### src/rtl/imem_boot_pkg.sv
// rtl/imem_boot_pkg.sv - shared types and constants for the instruction memory boot loader
package imem_boot_pkg;

  // DONE with error set is the ERROR state; it needs no separate encoding.
  typedef enum logic [2:0] {
    LEN0 = 3'd0,
    LEN1 = 3'd1,
    DATA = 3'd2,
    CHK  = 3'd3,
    DONE = 3'd4
  } state_t;

  localparam int BYTES_PER_WORD     = 4;
  localparam int DEFAULT_ADDR_WIDTH = 6;
  localparam int DEFAULT_LEN_WIDTH  = 16;

endpackage

### src/rtl/imem_word_packer.sv
// rtl/imem_word_packer.sv - packs a byte stream little-endian into 32-bit words
//
// Ports:
//   clock      in   system clock, rising edge
//   reset      in   asynchronous active-low reset
//   clear      in   synchronous restart of the byte index
//   accept     in   a byte is consumed this cycle
//   byte_data  in   the consumed byte
//   word_valid out  this accept completes a word (combinational)
//   word       out  the completed word, valid with word_valid
module imem_word_packer
  import imem_boot_pkg::*;
(
  input  logic        clock,
  input  logic        reset,
  input  logic        clear,
  input  logic        accept,
  input  logic [7:0]  byte_data,
  output logic        word_valid,
  output logic [31:0] word
);

  localparam int IDX_W = $clog2(BYTES_PER_WORD);
  localparam logic [IDX_W-1:0] LAST_IDX = IDX_W'(BYTES_PER_WORD - 1);

  logic [IDX_W-1:0] idx;
  // Only the lower lanes are stored; the top lane comes straight from the
  // incoming byte so the word is complete on the accepting edge.
  logic [8*(BYTES_PER_WORD-1)-1:0] lanes;

  always_ff @(posedge clock or negedge reset) begin
    if (!reset) begin
      idx   <= '0;
      lanes <= '0;
    end else if (clear) begin
      idx   <= '0;
      lanes <= '0;
    end else if (accept) begin
      for (int i = 0; i < BYTES_PER_WORD - 1; i++) begin
        if (idx == IDX_W'(i)) lanes[8*i +: 8] <= byte_data;
      end
      idx <= (idx == LAST_IDX) ? '0 : idx + 1'b1;
    end
  end

  assign word_valid = accept && (idx == LAST_IDX);
  assign word       = {byte_data, lanes};

endmodule

### src/rtl/imem_boot_loader.sv
// rtl/imem_boot_loader.sv - fills instruction memory from a length-prefixed byte stream at boot
//
// Optional trailing XOR checksum byte: define IMEM_BOOT_CHECKSUM_EN.
//
// Ports:
//   clock, reset        clock (rising edge), asynchronous active-low reset
//   in_data/in_valid    stream byte and its valid
//   in_ready            block can accept a byte
//   mem_we/mem_addr/mem_wdata  one-cycle word write to instruction memory
//   cpu_reset           active-high processor reset, held while loading
//   done                image loaded and accepted
//   error               sticky load error (overflow or checksum mismatch)
//   words_loaded        words counted so far
//   reload              pulse in DONE/ERROR to restart loading
module imem_boot_loader
  import imem_boot_pkg::*;
#(
  parameter int ADDR_WIDTH = DEFAULT_ADDR_WIDTH,
  parameter int LEN_WIDTH  = DEFAULT_LEN_WIDTH
) (
  input  logic                  clock,
  input  logic                  reset,
  input  logic [7:0]            in_data,
  input  logic                  in_valid,
  output logic                  in_ready,
  output logic                  mem_we,
  output logic [ADDR_WIDTH-1:0] mem_addr,
  output logic [31:0]           mem_wdata,
  output logic                  cpu_reset,
  output logic                  done,
  output logic                  error,
  output logic [LEN_WIDTH-1:0]  words_loaded,
  input  logic                  reload
);

  localparam logic [LEN_WIDTH-1:0] DEPTH = LEN_WIDTH'(2 ** ADDR_WIDTH);

  state_t               state;
  logic [LEN_WIDTH-1:0] count;
  logic                 accept;
  logic                 word_valid;
  logic [31:0]          word;
  logic [LEN_WIDTH-1:0] hdr_count;
  logic                 last_word;
  logic                 in_range;
`ifdef IMEM_BOOT_CHECKSUM_EN
  logic [7:0]           acc;
  logic                 chk_error;
`endif

  assign accept    = in_valid && in_ready;
  assign hdr_count = LEN_WIDTH'({in_data, count[7:0]});
  assign last_word = (words_loaded + LEN_WIDTH'(1)) == count;
  // Words past the end of memory are counted but never written.
  assign in_range  = words_loaded < DEPTH;
`ifdef IMEM_BOOT_CHECKSUM_EN
  assign chk_error = error || (in_data != acc);
`endif

  imem_word_packer u_packer (
    .clock      (clock),
    .reset      (reset),
    .clear      ((state == DONE) && reload),
    .accept     (accept && (state == DATA)),
    .byte_data  (in_data),
    .word_valid (word_valid),
    .word       (word)
  );

  always_ff @(posedge clock or negedge reset) begin
    if (!reset) begin
      state        <= LEN0;
      in_ready     <= 1'b0;
      count        <= '0;
      mem_we       <= 1'b0;
      mem_addr     <= '0;
      mem_wdata    <= '0;
      cpu_reset    <= 1'b1;
      done         <= 1'b0;
      error        <= 1'b0;
      words_loaded <= '0;
`ifdef IMEM_BOOT_CHECKSUM_EN
      acc          <= '0;
`endif
    end else begin
      mem_we <= 1'b0;
      case (state)
        LEN0: begin
          in_ready <= 1'b1;
          if (accept) begin
            count[7:0] <= in_data;
            state      <= LEN1;
          end
        end
        LEN1: begin
          if (accept) begin
            count <= hdr_count;
            if (hdr_count > DEPTH) error <= 1'b1;
            if (hdr_count == '0) begin
`ifdef IMEM_BOOT_CHECKSUM_EN
              state <= CHK;
`else
              state     <= DONE;
              in_ready  <= 1'b0;
              done      <= 1'b1;
              cpu_reset <= 1'b0;
`endif
            end else begin
              state <= DATA;
            end
          end
        end
        DATA: begin
          if (accept) begin
`ifdef IMEM_BOOT_CHECKSUM_EN
            acc <= acc ^ in_data;
`endif
            if (word_valid) begin
              mem_we       <= in_range;
              mem_addr     <= words_loaded[ADDR_WIDTH-1:0];
              mem_wdata    <= word;
              words_loaded <= words_loaded + LEN_WIDTH'(1);
              if (last_word) begin
`ifdef IMEM_BOOT_CHECKSUM_EN
                state <= CHK;
`else
                state     <= DONE;
                in_ready  <= 1'b0;
                done      <= !error;
                cpu_reset <= error;
`endif
              end
            end
          end
        end
`ifdef IMEM_BOOT_CHECKSUM_EN
        CHK: begin
          if (accept) begin
            state     <= DONE;
            in_ready  <= 1'b0;
            error     <= chk_error;
            done      <= !chk_error;
            cpu_reset <= chk_error;
          end
        end
`endif
        DONE: begin
          if (reload) begin
            state        <= LEN0;
            in_ready     <= 1'b1;
            cpu_reset    <= 1'b1;
            done         <= 1'b0;
            error        <= 1'b0;
            words_loaded <= '0;
`ifdef IMEM_BOOT_CHECKSUM_EN
            acc          <= '0;
`endif
          end
        end
        default: begin
          state <= LEN0;
        end
      endcase
    end
  end

endmodule

### config.mk
export PLATFORM = sky130hd
export DESIGN_NAME = imem_boot_loader
export DESIGN_NICKNAME = d
export VERILOG_FILES = /design/src/rtl/imem_boot_pkg.sv /design/src/rtl/imem_word_packer.sv /design/src/rtl/imem_boot_loader.sv
export SDC_FILE = /design/constraint.sdc
export NUM_CORES = 1
export LEC_CHECK = 0
export ABC_AREA = 0
export CAP_MARGIN = 15
export CORE_AREA = 5 5 108 110
export CTS_BUF_LIST = sky130_fd_sc_hd__clkbuf_8 sky130_fd_sc_hd__clkbuf_16
export CTS_CLUSTER_SIZE = 24
export DETAILED_ROUTE_END_ITERATION = 6
export DIE_AREA = 0 0 113 115
export PLACE_DENSITY_LB_ADDON = 0.15
export SETUP_SLACK_MARGIN = 0.1
export SYNTH_ARGS = -nofsm -noshare
export SYNTH_HDL_FRONTEND = slang
export SYNTH_SLANG_ARGS = --single-unit
### constraint.sdc
create_clock -name clock -period 1.9 [get_ports clock]
set_input_delay 0.475 -clock clock [delete_from_list [all_inputs] [get_ports clock]]
set_output_delay 0.475 -clock clock [all_outputs]
set_load 0.005 [all_outputs]
==> qor.txt <==
ys async rst share - 100.0%
n_diodes - 0
grt total ovfl - 0
I/O pin count - 71
GRT busiest layer - met2
grt met1 use - 27.54%
PnR Total Power - 6.675 mW
Core ar. - 10,600 µm²
Final Slew Violations - 0
filler cell count - 853
row count - 38
syn_nets - 552
Post-Syn Instances - 535
Clk pin slew, worst setup/hold paths - 0.10 ns
most frequent cells in the layout - nand2_1, dfrtp_1, buf_4
WL per Instance - 17.09 µm
Seq/Total Area, Yosys - 50.81%
Num Clock Sinks - 104
largest net degree at the start of global routing - 105
gp weighted congestion - 0.8639
cts bufs inserted - 9
post-synthesis mux area share - 8.203%
DRT iter0 DRCs - 232
worst min-delay path class - primary input to asynchronous set/reset pin
share of cells above drive strength 1 - 27.52%
Slew headroom - 61.80%
first-pass GRT wire length - 23,160 µm
fin cells - 834
Tot GR Track Use - 22.29%
die area - 13,000 µm²
Power per Cell Area - 926.5 nW/µm²
adder-cell share of the synthesized area - 1.221%
endpoint class of the critical path - register
CTS tree - done
Worst VDD drop - 616.6 µV
Tcrit/Tclk final - 111.9%
crit path DAT - 2.42 ns
post-cts hold buffer count - 0
clock tree buffer depth - 2
Layout Nets - 707
initial antenna violation count - 0
endpoints failing setup - 5
M2 GR Usage - 38.35%
Max Fclk - 470.5 MHz
clk root buf - clkbuf_8
Placed Area - 6554 µm²
Port Buf Inserts - 70
Avg Inst Size Synth - 9.579 µm²
Synth cell types - 58
worst-path maximum fanout - 4
slew at the pin closest to its max-slew limit - 0.5730 ns
crit-path most repeated cell - buf_4
Largest stage delay, worst path - 0.44 ns
max cap viols - 0
Critical Path RT - 2.19 ns
Synth Area in XOR/XNOR - 3.589%
largest family of logic cells by synthesized area - simple AND/OR/NAND/NOR gates
DR vias - 4,572
final non-filler cell area - 7204 µm²
Synth Area in Compound Gates - 9.888%
status - finished with violations
wirelength, routed - 14,260 µm
DRT antenna net count - 0
RSZ-0062 raised after global routing - true
met3 GRT Util - 4.421%
EDFF count, synth - 0
Yosys warning count - 0
Worst R2R Path Depth - 8
commonest register cell after synthesis - dfrtp_1
crit path kind - register to register
Yosys reg bits - 104
Die H - 115 µm
Final Hold Viols - 0
violations in the final reports - setup timing
cell area after synthesis - 5125 µm²
H-tree depth - 3
Initial Util - 48.34%
Slowest cell on crit path - dfrtp_1
setup slack after layout - -0.2252 ns
CP Buf/Inv Count - 2
DRT Pass-1 Iters - 5
DRC - 0
commonest non-fill, non-tap cell in the layout - nand2_1
skew final - 0.01382 ns
CP Depth - 8
clk_lat worst skew - 0.37 ns
Simple-Gate Fraction of Synth Area - 22.78%
Critical Path, Cell by Cell - buf_4, xnor2_1, o311ai_2, a211oi_4, buf_4, nand3_1, o21a_1, o21ai_1
LEAKAGE - 3.714 nW
vias per cell - 5.482
Syn-to-layout area delta - 40.58%
DP Wirelength - 9478 µm
die span in x - 113 µm
DP Cell Count - 794
vias in the first global route - 4,781
CP delay by family, top - compound AO/OA/AOI/OAI gates
startpoint types - register
post-route minimum period - 2.125 ns
-- cell type report --
cell class	count	area [µm²]	share of cell area (%)
clock inverters	6	91.34	1.268
clock buffers	9	123.9	1.719
well taps	140	175.2	2.431
repair buffers	177	1630	22.63
flip-flops and latches	104	2614	36.28
inverters	6	22.52	0.3126
multi-input cells	392	2547	35.36
-- per-stage QoR --
step / util [%] / setup TNS (ns) / worst slack [ns] / hold WS, ns
finish: 67.95 / -0.7526 / -0.2252 / 0.1266
global route: 67.95 / -1.211 / -0.3061 / 0.1964
CTS: 66.17 / -1.778 / -0.1578 / 0.1793
detailed placement: 61.81 / -23.77 / -0.6951 / 0.4576
global placement: 61.81 / -20.42 / -0.6827 / 0.4445
floorplan: - / -0.08532 / -0.03218 / 0.1794
-- cells by family after synthesis --
kind of cell	after synthesis
and+or+nand+nor	251
DFF	104
AOI/OAI and AO/OA	75
muxes	40
buffers and inverters	39
xor gates and xnor gates	21
adders and majority gates	5
-- power by group --
group	total (mW)	internal [mW]	switching, mW
clock network	1.53	0.745	0.787
registers	2.88	2.61	0.274
logic	2.26	1.10	1.16
total	6.68	4.45	2.22
-- synth_stat cells, types with 2 or more instances --
cell type | number | share of area (%)
a21o_1 | 3 | 0.44
a21oi_1 | 12 | 1.2
nand3_1 | 11 | 1.1
xor2_1 | 12 | 2.1
dfrtp_1 | 103 | 50
o311ai_0 | 2 | 0.34
nand4_1 | 4 | 0.49
mux2_2 | 16 | 3.5
clkbuf_1 | 20 | 1.5
mux2i_1 | 24 | 4.7
xnor2_1 | 9 | 1.5
or3_1 | 2 | 0.24
nand3b_1 | 4 | 0.59
ha_1 | 5 | 1.2
nor3b_1 | 2 | 0.29
o21ai_0 | 27 | 2.6
o21a_1 | 4 | 0.59
clkbuf_2 | 2 | 0.20
o31ai_1 | 7 | 1.0
o41ai_1 | 4 | 0.68
nor2_1 | 48 | 3.5
buf_2 | 4 | 0.39
buf_4 | 5 | 0.73
inv_1 | 6 | 0.44
nand2_1 | 137 | 10
nor2b_1 | 3 | 0.37
nor3_1 | 11 | 1.1
a31oi_1 | 6 | 0.73
nor4_1 | 7 | 0.85
and3_1 | 7 | 0.85
-- per-layer routing --
| layer | part of all wire, % | vias up |
|---|---|---|
| li1 | - | 2136 |
| met1 | 42 | 2236 |
| met2 | 50 | 171 |
| met3 | 5.3 | 29 |
| met4 | 2.7 | 0 |
| met5 | 0 | - |
-- flip-flops by register name, summed over array words and instances, names as in the netlist --
name,count
count,16
cpu_reset,1
done,1
error,1
in_ready,1
mem_addr,6
mem_wdata,32
mem_we,1
state,3
u_packer.idx,2
u_packer.lanes,24
words_loaded,16
-- path summary, 6_finish.rpt --
| check | start | slack (ns) | end |
|---|---|---|---|
| min in group clock | mem_wdata[14] | 0.48 | mem_wdata[14] |
| min reg2reg | mem_wdata[14] | 0.48 | mem_wdata[14] |
| max | words_loaded[10] | -0.23 | cpu_reset |
| max reg2reg | words_loaded[10] | -0.23 | cpu_reset |
| min | reset | 0.13 | mem_we |
| max in group asynchronous | reset | 1.27 | words_loaded[4] |
-- repair_timing --
action                                  4_1_cts  5_1_grt
buffers inserted                             22        4
pin swaps                                    14       13
gates resized for setup                      56       45
endpoints found under the setup margin       78       90
Note: power is estimated with default switching activity, not from simulation.
